## src/rtl/keypad_pkg.sv

```systemverilog
// Shared FSM state encoding, key map and row-drive constants for the 4x4 keypad scanner.
package keypad_pkg;

    typedef logic [1:0] state_t;

    localparam logic [1:0] ST_SCAN     = 2'd0;
    localparam logic [1:0] ST_DEBOUNCE = 2'd1;
    localparam logic [1:0] ST_HELD     = 2'd2;
    localparam logic [1:0] ST_RELEASE  = 2'd3;

    localparam logic [3:0] ROW_INIT = 4'b1110;

    // Indexed by {row_idx, col_idx}; rows read 1 2 3 A / 4 5 6 B / 7 8 9 C / E 0 F D.
    localparam logic [15:0][3:0] KEY_MAP = {
        4'hD, 4'hF, 4'h0, 4'hE,
        4'hC, 4'h9, 4'h8, 4'h7,
        4'hB, 4'h6, 4'h5, 4'h4,
        4'hA, 4'h3, 4'h2, 4'h1
    };

    function automatic logic one_low(input logic [3:0] v);
        return (v == 4'b1110) || (v == 4'b1101) || (v == 4'b1011) || (v == 4'b0111);
    endfunction

    // Position of the single low bit; only meaningful when one_low(v) holds.
    function automatic logic [1:0] low_index(input logic [3:0] v);
        case (v)
            4'b1101: return 2'd1;
            4'b1011: return 2'd2;
            4'b0111: return 2'd3;
            default: return 2'd0;
        endcase
    endfunction

endpackage

```

## src/rtl/keypad_tick.sv

```systemverilog
// Row-slot timer: counts 0..SCAN_DIV-1 and flags the last cycle of each slot.
module keypad_tick #(
    parameter int unsigned SCAN_DIV = 25000
) (
    input  logic clk,
    input  logic rst,
    output logic slot_end_c
);

    localparam int unsigned CNT_W = $clog2(SCAN_DIV);
    localparam logic [CNT_W-1:0] LAST = CNT_W'(SCAN_DIV - 1);

    logic [CNT_W-1:0] cnt;

    always_ff @(posedge clk or negedge rst) begin
        if (!rst) begin
            cnt <= '0;
        end else if (cnt == LAST) begin
            cnt <= '0;
        end else begin
            cnt <= cnt + CNT_W'(1);
        end
    end

    assign slot_end_c = (cnt == LAST);

endmodule

```

## src/rtl/keypad_scan.sv

```systemverilog
// 4x4 matrix keypad scanner with debounce, valid/ready key handoff and sticky overflow.
// Optional KEYPAD_ENTRY_EN adds a 32-bit hex-entry shift register on the entry port.
module keypad_scan
    import keypad_pkg::*;
#(
    parameter int unsigned SCAN_DIV = 25000,
    parameter int unsigned DEB_CNT  = 20
) (
    input  logic        clk,
    input  logic        rst,
    output logic [3:0]  row,
    input  logic [3:0]  col,
    output logic [3:0]  key_code,
    output logic        key_valid,
    input  logic        key_ready,
    output logic        overflow,
    input  logic        clr,
    output logic [31:0] entry
);

    localparam int unsigned DEB_W = 8;
    localparam logic [DEB_W-1:0] DEB_LIM = DEB_W'(DEB_CNT);

    logic             slot_end_c;
    logic [3:0]       col_meta;
    logic [3:0]       col_sync;
    state_t           state,   state_nxt;
    logic [3:0]       row_nxt;
    logic [DEB_W-1:0] deb_cnt, deb_nxt, deb_inc;
    logic [1:0]       row_idx, row_idx_nxt;
    logic [1:0]       col_idx, col_idx_nxt;
    logic [3:0]       pattern, pattern_nxt;
    logic             publish_c;
    logic             drop_c;
    logic [3:0]       pub_code;

    keypad_tick #(.SCAN_DIV(SCAN_DIV)) u_tick (
        .clk        (clk),
        .rst        (rst),
        .slot_end_c (slot_end_c)
    );

    // Column inputs are asynchronous to clk.
    always_ff @(posedge clk or negedge rst) begin
        if (!rst) begin
            col_meta <= 4'hF;
            col_sync <= 4'hF;
        end else begin
            col_meta <= col;
            col_sync <= col_meta;
        end
    end

    always_ff @(posedge clk or negedge rst) begin
        if (!rst) begin
            state   <= ST_SCAN;
            row     <= ROW_INIT;
            deb_cnt <= '0;
            row_idx <= '0;
            col_idx <= '0;
            pattern <= 4'hF;
        end else begin
            state   <= state_nxt;
            row     <= row_nxt;
            deb_cnt <= deb_nxt;
            row_idx <= row_idx_nxt;
            col_idx <= col_idx_nxt;
            pattern <= pattern_nxt;
        end
    end

    assign deb_inc = deb_cnt + DEB_W'(1);

    // All decisions are taken only on the slot-end sample.
    always_comb begin
        state_nxt   = state;
        row_nxt     = row;
        deb_nxt     = deb_cnt;
        row_idx_nxt = row_idx;
        col_idx_nxt = col_idx;
        pattern_nxt = pattern;
        publish_c   = 1'b0;
        if (slot_end_c) begin
            case (state)
                ST_SCAN: begin
                    if (one_low(col_sync)) begin
                        row_idx_nxt = low_index(row);
                        col_idx_nxt = low_index(col_sync);
                        pattern_nxt = col_sync;
                        deb_nxt     = '0;
                        state_nxt   = ST_DEBOUNCE;
                    end else begin
                        row_nxt = {row[2:0], row[3]};
                    end
                end
                ST_DEBOUNCE: begin
                    if (col_sync != pattern) begin
                        deb_nxt   = '0;
                        state_nxt = ST_SCAN;
                    end else if (deb_inc == DEB_LIM) begin
                        deb_nxt   = '0;
                        publish_c = 1'b1;
                        state_nxt = ST_HELD;
                    end else begin
                        deb_nxt = deb_inc;
                    end
                end
                ST_HELD: begin
                    if (col_sync == 4'hF) begin
                        deb_nxt   = '0;
                        state_nxt = ST_RELEASE;
                    end
                end
                ST_RELEASE: begin
                    if (col_sync != 4'hF) begin
                        state_nxt = ST_HELD;
                    end else if (deb_inc == DEB_LIM) begin
                        deb_nxt   = '0;
                        state_nxt = ST_SCAN;
                    end else begin
                        deb_nxt = deb_inc;
                    end
                end
                default: state_nxt = ST_SCAN;
            endcase
        end
    end

    assign pub_code = KEY_MAP[{row_idx, col_idx}];
    assign drop_c   = publish_c && key_valid && !key_ready;

    // A publish in the accepting cycle reloads instead of letting key_valid drop.
    always_ff @(posedge clk or negedge rst) begin
        if (!rst) begin
            key_code  <= '0;
            key_valid <= 1'b0;
            overflow  <= 1'b0;
        end else begin
            if (publish_c && (!key_valid || key_ready)) begin
                key_code  <= pub_code;
                key_valid <= 1'b1;
            end else if (key_valid && key_ready) begin
                key_valid <= 1'b0;
            end
            if (drop_c) begin
                overflow <= 1'b1;
            end else if (clr) begin
                overflow <= 1'b0;
            end
        end
    end

`ifdef KEYPAD_ENTRY_EN
    logic [31:0] entry_q;

    // Dropped keys are still recorded in the entry history.
    always_ff @(posedge clk or negedge rst) begin
        if (!rst) begin
            entry_q <= '0;
        end else if (clr) begin
            entry_q <= '0;
        end else if (publish_c) begin
            entry_q <= {entry_q[27:0], pub_code};
        end
    end

    assign entry = entry_q;
`else
    assign entry = '0;
`endif

endmodule
```

## config.mk

```make
export PLATFORM = sky130hd
export DESIGN_NAME = keypad_scan
export DESIGN_NICKNAME = d
export VERILOG_FILES = /design/src/rtl/keypad_pkg.sv /design/src/rtl/keypad_tick.sv /design/src/rtl/keypad_scan.sv
export SDC_FILE = /design/constraint.sdc
export NUM_CORES = 1
export LEC_CHECK = 0
export BUFFER_PORTS_ARGS = -buffer_cell sky130_fd_sc_hd__buf_2
export CAP_MARGIN = 10
export CORE_MARGIN = 2
export CORE_UTILIZATION = 45
export DETAILED_ROUTE_END_ITERATION = 10
export PLACE_DENSITY = 0.77
export RECOVER_POWER = 50
export SYNTH_ARGS = -nofsm -noshare
export SYNTH_HDL_FRONTEND = slang
export SYNTH_SLANG_ARGS = --single-unit
export TNS_END_PERCENT = 5
```

## constraint.sdc

```tcl
create_clock -name clk -period 3.1 [get_ports clk]
set_clock_uncertainty 0.1 [all_clocks]
set_input_delay 0.155 -clock clk [delete_from_list [all_inputs] [get_ports clk]]
set_output_delay 0.155 -clock clk [all_outputs]
set_load 0.005 [all_outputs]
```

Yosys cells after proc, flatten, opt, wreduce, memory -nomap -nowiden

Memories as Yosys holds them, arrays and structs flattened. A register that Yosys moved wholly into a read port is not among the register bits.
Cells that the tools add are included.

Flip-flop bits (word level): 47
Word-level logic and storage cells: 77
Bits in read-only memories: 64
Input bits: 8
Memories kept: 1

Reduce and logical (&&, ||, !) cells: 18
Multiplexer cells: 24
Eq/ne operators: 20
$add $sub $neg: 2
Bitwise gates (word level): 1

Memory list:

| name             | words | bits a word | rd ports | clocked after Yosys merged registers in | wr ports | RTL line           | source |
|---|---|---|---|---|---|---|---|
| (name not given) | 16    | 4           | 1        | 1                                       | 0        | keypad_scan.sv:129 | `assign pub_code = KEY_MAP[{row_idx, col_idx}];` |

Operator list:

| kind                                                 | number |
|---|---|
| two-way mux 8 bit                                    | 5 |
| case mux 8 bit (4 select lines)                      | 1 |
| equality test 4 bit (second input constant)          | 6 |
| adder 15 x 1 -> 15 bit (second input constant)       | 1 |
| equality test 15 bit (second input constant)         | 1 |
| two-way mux 15 bit                                   | 1 |
| two-way mux 2 bit                                    | 6 |
| case mux 2 bit (3 select lines)                      | 2 |
| adder 8 x 1 -> 8 bit (second input constant)         | 1 |
| equality test 4 x 3 -> 1 bit (second input constant) | 2 |
| equality test 8 x 5 -> 1 bit (second input constant) | 1 |
| two-way mux 1 bit                                    | 8 |
| case mux 2 bit (4 select lines)                      | 1 |
| != test 2 bit (second input constant)                | 3 |
| != test 3 bit (second input constant)                | 2 |
| AND reduction 3 bit                                  | 2 |
| AND reduction 5 bit                                  | 1 |
| equality test 2 bit (second input constant)          | 2 |
| logical AND 1 bit                                    | 4 |
| logical OR 1 bit                                     | 4 |
| != test 4 bit                                        | 1 |
| != test 4 bit (second input constant)                | 1 |
| AND reduction 4 bit                                  | 1 |
| nonzero test 2 bit                                   | 2 |
| other kinds (4)                                      | 6 |

Depth between registers and ports, before layout

Gate-level depths: netlist (run 1).

Depth in word-level cells: 9
Mapped depth: 8

By module

Synthesis (run 1) repeated with hierarchy kept, for this count alone.

Cells, all modules: 285
Area total of the unflattened synthesis: 2,929.1 µm²

Modules (own cells, without submodules):

| module      | seq. area each (µm²) | times used | cells an instance | area each (µm²) |
|---|---|---|---|---|
| keypad_scan | 919.6                | 1          | 210               | 2,144.6 |
| keypad_tick | 375.4                | 1          | 75                | 784.5 |

Least setup slack after synthesis (run 1)

OpenSTA, ideal clock, no wires.

Kind: register -> register
From: register u_tick.cnt[3]
To: register key_code[0]
Setup slack: 0.693 ns
Stages on the path, launching flop included: 7
Library setup time: 0.125 ns
Arrival time: 2.182 ns
Data required time: 2.875 ns
Path buffers: 1
Cell sequence: dfrtp_1 > or4_4 > or4_4 > nor3_2 > and4b_1 > buf_6 > mux2_4

Cells in the longest elaborated chain, start to end: 3

Ends and longest elaborated chain:

| element                  | RTL line           | source |
|---|---|---|
| start: declaration       | keypad_tick.sv:13  | `logic [CNT_W-1:0] cnt;` |
| start signal: assignment | keypad_tick.sv:21  | `cnt <= cnt + CNT_W'(1);` |
| equality test 15 bit     | keypad_tick.sv:25  | `assign slot_end_c = (cnt == LAST);` |
| two-way mux 1 bit        | keypad_scan.sv:83  | `if (slot_end_c) begin` |
| logical AND 1 bit        | keypad_scan.sv:139 | `if (publish_c && (!key_valid \|\| key_ready)) begin` |
| end: declaration         | keypad_scan.sv:13  | `output logic [3:0] key_code,` |

No other way between the ends.
A chain may end at the register's enable or synchronous reset.

Worst setup path in the final report (run 1)

From: register u_tick.cnt[9]
To: register row[0]

Cells in the longest elaborated chain, start to end: 2

Ends and longest elaborated chain:

| element                              | RTL line          | source |
|---|---|---|
| equality test 15 bit                 | keypad_tick.sv:25 |  |
| AND reduction 3 bit (no source line) | n/a               |  |
| end signal: assignment               | keypad_scan.sv:64 | `row <= row_nxt;` |
| end: declaration                     | keypad_scan.sv:11 | `output logic [3:0] row,` |

No other way between the ends.

==> results.toml, run 1 <==
[run_status]
status = "finished, final reports clean"

[route]
drtPass1Iterations = 4
drtAntennaViolNets = 0
vias = 1928
drt_iter0_drc = 163
wl_per_cell_um = 12.5
via_per_inst = 5.09
wl_mm = 4.73
drc_errors = 0

[layout]
drive_gt1_share_pct = 20.2
fin_nets = 317
final_common_cell = "dfrtp_1"
syn_to_final_growth_pct = 6.00
layout_common_cells = "dfrtp_1 (36), conb_1 (32), nand2_1 (23)"
stdcell_area_mm2 = 0.00310
antennaDiodeCount = 0

[cts]
cts-root-buf = "clkbuf_8"
clk_pin_slew_ns = 0.09
postCtsSetupRepairBufs = 0
post_cts_resize_count = 0
postCtsHoldBufs = 6
clock-sinks = 51
numCtsBuffers = 5
clk_latency_ns = 0.30
cts_htree_levels = 2
cts_tree = "built"
cts_max_path_buffers = 2

[pwr]
power.internal_w = 0.000920
pwr-share-clk_pct = 37.9
ir_worst_vdd_mv = 0.259
pwr-share-comb_pct = 4.0
swShare_pct = 21.7
p_leak_nw = 1.45
power.density_mw_per_mm2 = 379
power_switching_w = 0.000254
power_frac_seq_pct = 58.1

[worst_setup_path]
crit_path_end = "row[0]"
crit_path_max_incr_delay_ns = 0.55
rrSetupSlack_ns = 0.48
cp_max_fo = 6
critPathTopFamily = "simple AND/OR/NAND/NOR gates"
cp-end-kind = "register"
crit_path_start = "u_tick.cnt[9]"
cp_data_required_time_ns = 3.18
cp.depth = 5
cp_slowest_cell = "or4_4"
critPathKind = "register to register"
crit_path_start_kind = "register"
crit_path_cell_trace = "or4_4 -> nor4_2 -> nand2_1 -> and3b_1 -> mux2_2"
reg2reg_from = "u_tick.cnt[9]"
worstPathArrival_ns = 2.71
rr_endpoint = "row[0]"
r2r.worst_path.cells = 5
crit_buf_inv = 0

[sta]
rsz0062_at_grt = "false"
layout_setup_ws_ns = 0.477
hold_viol_final = 0
drv_slew = 0
slew_headroom_pct = 23.2
final.setup.tns_ns = 0
tightest_slew_ns = 1.15
fmax_mhz = 381
finalSetupViolCount = 0
fin_crit_ns = 2.62
whs_ns = 0.0447
post-route-period-util_pct = 84.6

[logic_synthesis]
yosys_most_used_dff = "dfrtp_1"
syn_inst = 284
syn_avg_cell_area_um2 = 10.3
yosysWarningCount = 0
synth_edf_count = 0
async_flop_share_pct = 100
netlist_area_mm2 = 0.00292
synth_cell_types = 48
ys_seq_elements = 51
ys_seq_area_share_pct = 44.3

[global_route]
grt_first_pass_wirelength_mm = 8.28
grt_pass1_vias = 1868
gr-total-overflow = 0
grt_usage_pct = 14.0
antenna_found_initial = 0
grt_start_max_net_pins = 49

[die]
io_pins = 50
core-area_mm2 = 0.00631
floorplan.die.width_um = 84.6
start_util_pct = 46.3
fp.dieArea_mm2 = 0.00715
fp.dieH_um = 84.6
rows = 29

[place]
dpl_cell_area_mm2 = 0.00293
dp_hpwl_mm = 3.29
io_buffers = 17
preCtsSetupSlack_ns = 0.511
gp_congestion = 0.842

[run]
drv_cap = 0

[hold_path]
hold_path_class = "input pin to register"
==> Yosys cell counts, drive strengths merged, types with 8 or more instances <==
| master | number | area share (%) |
|---|---|---|
| o21ai | 11 | 1.9 |
| nand2 | 23 | 3.0 |
| ha | 8 | 3.4 |
| mux2 | 16 | 6.6 |
| dfrtp | 36 | 31 |
| clkbuf | 10 | 1.3 |
| xnor2 | 10 | 3.0 |
| buf | 36 | 9.2 |
| nand4 | 8 | 1.7 |
| nand3 | 13 | 2.2 |
| xor2 | 12 | 3.6 |
| dfstp | 15 | 13 |
| inv | 8 | 1.0 |
| nor2 | 17 | 2.2 |
==> flip-flops by register name, summed over array words and instances, names as in the netlist <==
| name | flops |
|---|---|
| row_idx | 2 |
| row | 4 |
| overflow | 1 |
| key_code | 4 |
| col_meta | 4 |
| deb_cnt | 8 |
| col_sync | 4 |
| key_valid | 1 |
| u_tick.cnt | 15 |
| pattern | 4 |
| state | 2 |
| col_idx | 2 |
==> worst min-delay path, stage by stage <==
cell and delay, ns:
buf_2 0.07, nand2b_1 0.13, nand2_1 0.05
==> how the worst min path moves through the flow <==
stage                          from          end  slack (ns)  depth (start not counted)
after CTS                 key_ready    key_valid        0.04                          3
final                     key_ready    key_valid        0.04                          3
after global routing      key_ready    key_valid        0.06                          3
after global placement       col[2]  col_meta[2]        0.16                          1
after floorplan                 rst   col_idx[0]       -0.24                          0
after detailed placement     col[1]  col_meta[1]        0.16                          1
==> per-layer routing <==
metal / vias up / part of all wire, % / wire [um] / GRT usage, %
li1: 954 / - / - / -
met1: 929 / 49 / 2310 / 19.0
met2: 43 / 47 / 2230 / 22.5
met3: 2 / 3.4 / 162 / 3.34
met4: 0 / 0.47 / 22 / 3.75
met5: - / 0 / 0 / 0
==> cells by family (layout without fill, tap and decap cells) <==
family          after synthesis  after routing  share of synthesized area (%)
compound gates               36             36                           8.48
xor+xnor                     22             22                           6.60
fa+ha+maj                     8              8                           3.43
buf+inv                      54             41                           11.5
flops                        51             51                           44.3
mux                          21             21                           8.27
other cells                   1             32                          0.128
simple gates                 91             91                           17.2
==> final cells by class <==
type,count,area [um2]
inverters,8,30.0
repair buffers,25,158
fillers,579,3220
well taps,77,96.3
clock buffers,7,108
clock inverters,1,5.00
multi-input cells,210,1400
flip-flops and latches,51,1290
==> power by group through the flow <==
stage                     logic (W)  clock network [W]  registers [W]
final                     0.0000469           0.000445       0.000683
after CTS                 0.0000477           0.000464       0.000683
after global placement    0.0000411                  0       0.000695
after global routing      0.0000552           0.000490       0.000684
after floorplan           0.0000569                  0       0.000688
after detailed placement  0.0000420                  0       0.000695
==> per-stage QoR <==
stage          total power (W)  util, %  cells
6_report               0.00117     49.0    379
5_1_grt                0.00123     49.0    379
4_1_cts                0.00119     49.1    379
3_5_place_dp          0.000737     46.4    365
3_3_place_gp          0.000736     46.4    365
2_1_floorplan         0.000745        -    315
Power figures use the tool's default switching activity.
==> inputs of run 2 (changes only) <==
Clock period 3.1 ns to 2.6 ns, I/O delays scaled along.
==> results.toml, run 2 (synthesis results as in run 1) <==
[cts]
numCtsBuffers = 5
cts_htree_levels = 2
cts_tree = "built"
clock-sinks = 51
cts-root-buf = "clkbuf_8"
post_cts_resize_count = 0
cts_max_path_buffers = 2
clk_latency_ns = 0.31
clk_pin_slew_ns = 0.10

[layout]
drive_gt1_share_pct = 22.3
antennaDiodeCount = 0
final_common_cell = "dfrtp_1"
layout_common_cells = "dfrtp_1 (36), conb_1 (32), nand2_1 (23)"
largest_reg_flops = 15
syn_to_final_growth_pct = 7.71
reg_top3 = "u_tick.cnt x15, deb_cnt x8"
final_cells = 387
multi_input_area_mm2 = 0.00141
fin_nets = 325
seq_area_mm2 = 0.00129
regMostFlops = "u_tick.cnt"
fillers = 587

[route]
drtPass1Iterations = 5
drtAntennaViolNets = 0
via_per_inst = 5.18
wl_per_cell_um = 12.8
vias = 2005
wl_mm = 4.94
drc_errors = 0
drt_iter0_drc = 149

[die]
fp.dieArea_mm2 = 0.00715
floorplan.die.width_um = 84.6
fp.dieH_um = 84.6
core-area_mm2 = 0.00631
start_util_pct = 46.3
io_pins = 50
rows = 29

[sta]
tightest_slew_ns = 1.00
fin_crit_ns = 2.49
slew_headroom_pct = 33.3
post-route-period-util_pct = 95.6
drv_slew = 0
whs_ns = 0.0214
finalSetupViolCount = 0
fmax_mhz = 402
rsz0062_at_grt = "false"
final.setup.tns_ns = 0
hold_viol_final = 0

[worst_setup_path]
worstPathArrival_ns = 2.59
crit_path_start = "u_tick.cnt[11]"
cp_max_fo = 4
reg2reg_from = "u_tick.cnt[11]"
crit_path_start_kind = "register"
cp_data_required_time_ns = 2.70
critPathKind = "register to register"
crit_path_end = "key_code[3]"
rrSetupSlack_ns = 0.11
cp-end-kind = "register"
r2r.worst_path.cells = 5
rr_endpoint = "key_code[3]"

[pwr]
p_leak_nw = 1.49
power_switching_w = 0.000316
power_frac_seq_pct = 58.7
pwr-share-clk_pct = 37.3
swShare_pct = 22.8
power.internal_w = 0.00107
pwr-share-comb_pct = 4.1
power_w = 0.00139
power.density_mw_per_mm2 = 441
ir_worst_vdd_mv = 0.304

[run_status]
status = "finished, final reports clean"

[global_route]
grt_first_pass_wirelength_mm = 8.65
antenna_found_initial = 0
grt_usage_pct = 14.8
gr-total-overflow = 0
grt_start_max_net_pins = 35
grt_pass1_vias = 1885

[place]
dp_hpwl_mm = 3.66
io_buffers = 17
dp_cells = 371
gp_congestion = 0.855

[hold_path]
hold_path_class = "input pin to register"

[run]
drv_cap = 0
## run 2: changes by cell type in the layout (fill, tap and decap cells not counted), sizes merged
cell	change
clkinv	+1
buf	+7
## run 2: layout make-up
type	instances	area share (%)
Clock inverter	2	0.438
Inverter	8	0.955
Sequential cell	51	41.2
Timing Repair Buffer	33	6.72
Tap cell	77	3.06
Multi-Input combinational cell	210	44.7
Clock buffer	6	2.98
## run 2: metrics by stage
| stage | utilization [%] | cell area, um2 | worst slack (ns) |
|---|---|---|---|
| finish | 49.8 | 3150 | 0.113 |
| global route | 49.8 | 3150 | 0.0120 |
| CTS | 49.7 | 3140 | 0.111 |
| detailed placement | 47.1 | 2970 | 0.126 |
| global placement | 47.1 | 2970 | 0.158 |
| floorplan | - | 3040 | 0.193 |
## run 2: worst min path at each step
stage               startpoint          to  cells past startpoint  slack (ns)
floorplan                  rst  col_idx[0]                      0       -0.27
global placement           rst      row[0]                      1       -0.02
detailed placement         rst  row_idx[1]                      1      -0.004
CTS                  key_ready   key_valid                      3        0.02
global route         key_ready   key_valid                      3        0.05
finish               key_ready   key_valid                      3        0.02
## run 2: repair_timing
action                                  4_1_cts  5_1_grt
endpoints found under the hold margin        22        0
hold buffers                                  6        0
setup buffers                                 0        2
endpoints found under the setup margin        0        1
## run 2: routing by layer
layer | wire length (um) | GRT usage [%] | share of wire (%) | vias to the layer above
met5 | 0 | 0 | 0 | -
met3 | 237 | 3.34 | 4.8 | 9
li1 | - | - | - | 971
met2 | 2390 | 23.6 | 48 | 64
met1 | 2230 | 19.5 | 45 | 961
met4 | 83 | 5.92 | 1.7 | 0
## run 2: power by group through the flow
stage | Clock (W) | Combinational (W) | Sequential, W
after detailed placement | 0 | 0.0000511 | 0.000829
after floorplan | 0 | 0.0000678 | 0.000820
final | 0.000517 | 0.0000566 | 0.000814
after global routing | 0.000562 | 0.0000658 | 0.000816
after global placement | 0 | 0.0000490 | 0.000828
after CTS | 0.000530 | 0.0000577 | 0.000814
## run 2: worst max-delay path: stages (launching register included)
cell	delay, ns
dfrtp_1	0.43
or4_4	0.50
or4_4	0.56
nor3_2	0.10
and4b_1	0.36
mux2_4	0.33
